===== config.mk =====
export PLATFORM = sky130hd
export DESIGN_NAME = frame_dump_ctrl
export DESIGN_NICKNAME = d
export VERILOG_FILES = /design/src/rtl/frame_dump_ctrl.sv
export SDC_FILE = /design/constraint.sdc
export NUM_CORES = 1
export LEC_CHECK = 0
export CORE_ASPECT_RATIO = 0.75
export CORE_MARGIN = 2
export CORE_UTILIZATION = 51
export CTS_CLUSTER_DIAMETER = 100
export DETAILED_ROUTE_END_ITERATION = 8
export PLACE_DENSITY = 0.79
export SLEW_MARGIN = 0
export SYNTH_ARGS = -nofsm -noshare
export SYNTH_HDL_FRONTEND = slang
export SYNTH_SLANG_ARGS = --single-unit

===== constraint.sdc =====
create_clock -name clk -period 2.5 [get_ports clk]
set_input_delay 0.5 -clock clk [delete_from_list [all_inputs] [get_ports clk]]
set_output_delay 0.5 -clock clk [all_outputs]
set_load 0.01 [all_outputs]

===== src/rtl/frame_dump_ctrl.sv =====
// Frame counter driven by vsync falling edges with a
// start/length dump window FSM, cleared by ROM download.
module frame_dump_ctrl #(
  parameter int unsigned START_FRAME = 0,
  parameter int unsigned DUMP_FRAMES = 0,
  parameter int unsigned SYNC_VS     = 1
) (
  input  logic        clk,
  input  logic        rst_n,
  input  logic        vs,
  input  logic        dwnld,
  output logic [31:0] frame_cnt,
  output logic        frame_stb,
  output logic        dump_en,
  output logic        dump_start,
  output logic        dump_stop,
  output logic [1:0]  st
);

  typedef enum logic [1:0] {
    IDLE = 2'd0,
    WAIT = 2'd1,
    DUMP = 2'd2,
    DONE = 2'd3
  } st_e;

  st_e         r_st;
  logic        r_vs_m;
  logic        r_vs_q;
  logic        r_vs_d;
  logic [31:0] r_frame_cnt;
  logic [31:0] r_win;
  logic        r_frame_stb;
  logic        r_dump_en;
  logic        r_dump_start;
  logic        r_dump_stop;

  logic        w_vs_s;
  logic        w_fall;
  logic        w_stb;
  logic        w_open;
  logic        w_close;
  logic [31:0] w_win_nxt;

  assign w_vs_s    = (SYNC_VS != 0) ? r_vs_q : vs;
  assign w_fall    = r_vs_d & ~w_vs_s;
  // download suppresses the strobe even on a coincident edge
  assign w_stb     = w_fall & ~dwnld;
  assign w_win_nxt = r_win + 32'd1;

  assign w_open  = (r_st == WAIT) & w_stb &
                   (r_frame_cnt == START_FRAME);
  assign w_close = (r_st == DUMP) &
                   (dwnld | (w_stb & (DUMP_FRAMES != 0) &
                             (w_win_nxt == DUMP_FRAMES)));

  always_ff @(posedge clk or negedge rst_n) begin
    if (!rst_n) begin
      r_vs_m       <= 1'b0;
      r_vs_q       <= 1'b0;
      r_vs_d       <= 1'b0;
      r_frame_cnt  <= '0;
      r_win        <= '0;
      r_frame_stb  <= 1'b0;
      r_dump_en    <= 1'b0;
      r_dump_start <= 1'b0;
      r_dump_stop  <= 1'b0;
      r_st         <= IDLE;
    end else begin
      r_vs_m       <= vs;
      r_vs_q       <= r_vs_m;
      r_vs_d       <= w_vs_s;
      r_frame_stb  <= w_stb;
      r_dump_start <= w_open;
      r_dump_stop  <= w_close;

      if (dwnld)
        r_frame_cnt <= '0;
      else if (w_stb)
        r_frame_cnt <= r_frame_cnt + 32'd1;

      if (dwnld) begin
        r_st      <= IDLE;
        r_dump_en <= 1'b0;
      end else begin
        unique case (r_st)
          IDLE: r_st <= WAIT;
          WAIT: begin
            if (w_open) begin
              r_st      <= DUMP;
              r_dump_en <= 1'b1;
              r_win     <= '0;
            end
          end
          DUMP: begin
            if (w_close) begin
              r_st      <= DONE;
              r_dump_en <= 1'b0;
            end else if (w_stb) begin
              r_win <= w_win_nxt;
            end
          end
          DONE: r_st <= DONE;
          default: r_st <= IDLE;
        endcase
      end
    end
  end

  assign frame_cnt  = r_frame_cnt;
  assign frame_stb  = r_frame_stb;
  assign dump_en    = r_dump_en;
  assign dump_start = r_dump_start;
  assign dump_stop  = r_dump_stop;
  assign st         = r_st;

endmodule


==> out/results.tsv <==
stage	metric	value	unit
yosys	Seq/Total Area, Yosys	48.3	%
finish	Final nets	262	
setup_path	critical path arrival	2.28	ns
clocking	Worst-path clk slew	0.08	ns
power_and_ir_drop	overall power	1.15	mW
yosys	Top FF cell, synth	dfrtp_1	
clocking	Root Driver	clkbuf_8	
setup_path	r2r worst-path depth	5	
finish	proportion of layout cells with a drive suffix above 1	7.45	%
setup_path	reg2reg start	frame_cnt[0]	
yosys	top cells by area, synth	dfrtp_1 48%, a21oi_1 3.8%, or4_1 3.5%, o31ai_1 3.2%, nor2_1 3.0%	
timing	setup TNS	0	ns
place	Buffers on Ports	41	
routing	vias per cell	5.97	
yosys	Async SR Flop Fraction	100	%
global_routing	initial antenna violation count	0	
yosys	Cells after Synth	216	
clocking	deepest clock path buffer count	2	
global_routing	largest net degree at the start of global routing	42	
setup_path	Setup crit end	frame_cnt[30]	
place	DP Area	2560	sq um
clocking	cts repair resizes	0	
floorplanning	Die Area	4710	sq um
yosys	Synth top area share	48.3	%
setup_path	r2r setup slk	0.41	ns
global_routing	number of global-route vias before repair	1622	
global_routing	first-pass GRT wire length	8160	um
timing	Pins Over Slew Limit	0	
setup_path	FF-to-FF End	frame_cnt[30]	
routing	First-pass DRT Iterations	4	
routing	via count	1852	
yosys	Ys Warns	0	
min_path	Hold WC Path Type	in2async	
global_routing	grt total ovfl	0	
power_and_ir_drop	Power Dens Cells	436	nW/um^2
place	Final GP Congestion	0.811	
outcome	run status	complete, no violations	
clocking	Hold-fix buffers, CTS	0	
routing	final wirelength	4980	um
timing	final hold violations	0	
setup_path	Worst Setup End Kind	flop	
yosys	Yosys top cell by area	dfrtp_1	
yosys	cell with the most instances after synthesis	dfrtp_1	
power_and_ir_drop	Max VDD drop	0.308	mV
clocking	clk sink count	41	
yosys	syn_nets	222	
timing	max_slew headroom	40.1	%
timing	post-layout minimum cycle time	2.09	ns
timing	Setup violations, final	0	
setup_path	crit-path cells	ha_1 > and4b_1 > nand3_1 > nor4_1 > mux2_2	
setup_path	crit start category	flop	
clocking	clk_lat worst skew	0.30	ns
finish	Finished Cell Area	2640	sq um
yosys	synth cell count leaders	41 x dfrtp_1, 17 x nor2_1, 16 x a21oi_1	
timing	Fmax	0.479	GHz
yosys	Post-synth EDFFs	0	
floorplanning	die height	59.9	um
setup_path	Crit Path Class	reg2reg	
setup_path	Max FO, Critical Path	11	
place	half-perimeter wire length after placement	3350	um
routing	Final ANT Viol Nets	0	
floorplanning	DIE WIDTH	78.6	um
timing	worst-margin pin slew	0.898	ns
yosys	Synth cell types	41	
clocking	Post-CTS Setup Inserts	0	
finish	antenna cells	0	
global_routing	GR Util All Layers	23.1	%
floorplanning	I/O pin total	42	
clocking	Num CTS Buffers	5	
setup_path	Worst Path Required	2.69	ns
finish	Synth-to-Final Area Change	24.0	%
clocking	TritonCTS clock tree	yes	
setup_path	slowest stage delay, CP	0.42	ns
floorplanning	row cnt	20	
setup_path	slowest CP cell	dfrtp_1	
routing	DRC Markers	0	
power_and_ir_drop	leakage power	1.04	nW
floorplanning	core area	4030	sq um
timing	Layout Skew	0.00464	ns
yosys	Mean Syn Cell Area	9.84	sq um
job	max_cap viols	0	
yosys	Synth Cell Area	2130	sq um
clocking	H-tree levels	2	
floorplanning	starting density of the core	52.8	%
yosys	Yosys reg bits	41	
timing	crit share post-route	83.5	%
routing	Initial DRC Count	194	
setup_path	CP Launch Point	frame_cnt[0]	
timing	unrepaired setup endpoints after global routing	no	
routing	wire per inst	16.1	um
==> cells in the final DEF, fill, tap and decap left out, types with 7 or more instances in the layout <==
cell type	count
nor2b_1	7
a21oi_1	16
inv_1	7
clkdlybuf4s50_1	40
nand2_1	12
nor2_1	17
dfrtp_1	41
or4_1	10
nand3_1	12
o31ai_1	9
nor4_1	10
==> cell families after synthesis <==
family	count (synthesis)	share of synthesized area, %
mux	5	2.65
buf+inv	16	3.41
simple gates	106	30.1
compound gates	37	10.7
xor+xnor	9	3.71
flops	41	48.3
fa+ha+maj	2	1.18
==> area by class of cell <==
class | instances | area, sq um
clock inverters | 1 | 5.00
repair buffers | 42 | 413
clock buffers | 5 | 68.8
fillers | 335 | 1390
multi-input cells | 159 | 1030
inverters | 7 | 26.3
flip-flops and latches | 41 | 1030
well taps | 55 | 68.8
==> routing by layer <==
metal / vias to the layer above / global-route usage, % / wire (um)
li1: 880 / - / -
met1: 904 / 34.5 / 2400
met2: 58 / 33.2 / 2210
met3: 10 / 4.98 / 301
met4: 0 / 8.27 / 73
met5: - / 0 / 0
==> report_power, final <==
| part | switching [mW] | leakage (nW) | total [mW] | internal (mW) |
|---|---|---|---|---|
| Clock | 0.222 | 0.0399 | 0.406 | 0.184 |
| Sequential | 0.00730 | 0.562 | 0.678 | 0.671 |
| Combinational | 0.0396 | 0.436 | 0.0652 | 0.0256 |
==> stage by stage <==
| step | worst slack (ns) | cells | hold WS, ns | utilization [%] |
|---|---|---|---|---|
| finish | 0.412 | 310 | 0.322 | 65.4 |
| global route | 0.282 | 310 | 0.365 | 65.4 |
| CTS | 0.415 | 310 | 0.356 | 65.4 |
| detailed placement | 0.427 | 304 | 0.345 | 63.6 |
| global placement | 0.498 | 304 | 0.333 | 63.6 |
| floorplan | 0.651 | 216 | 0.204 | - |
==> how the worst min path moves through the flow <==
stage,slack [ns],cells after the start,endpoint
floorplan,0.20,0,dump_en
global placement,0.33,0,r_vs_q
detailed placement,0.34,0,r_vs_q
CTS,0.36,1,frame_cnt[19]
global route,0.37,0,r_vs_q
finish,0.32,1,frame_cnt[19]
==> critical path: cells and delay by family (launching register included) <==
family,cells,cell delay [ns]
simple gates,3,0.99
flops,1,0.42
mux,1,0.36
fa+ha+maj,1,0.20
==> registers in the layout (all words and copies together), names as in the netlist <==
register,cells
st,2
r_vs_q,1
dump_start,1
frame_cnt,32
dump_stop,1
dump_en,1
r_vs_m,1
frame_stb,1
r_vs_d,1
Note: power is estimated with default switching activity, not from simulation.
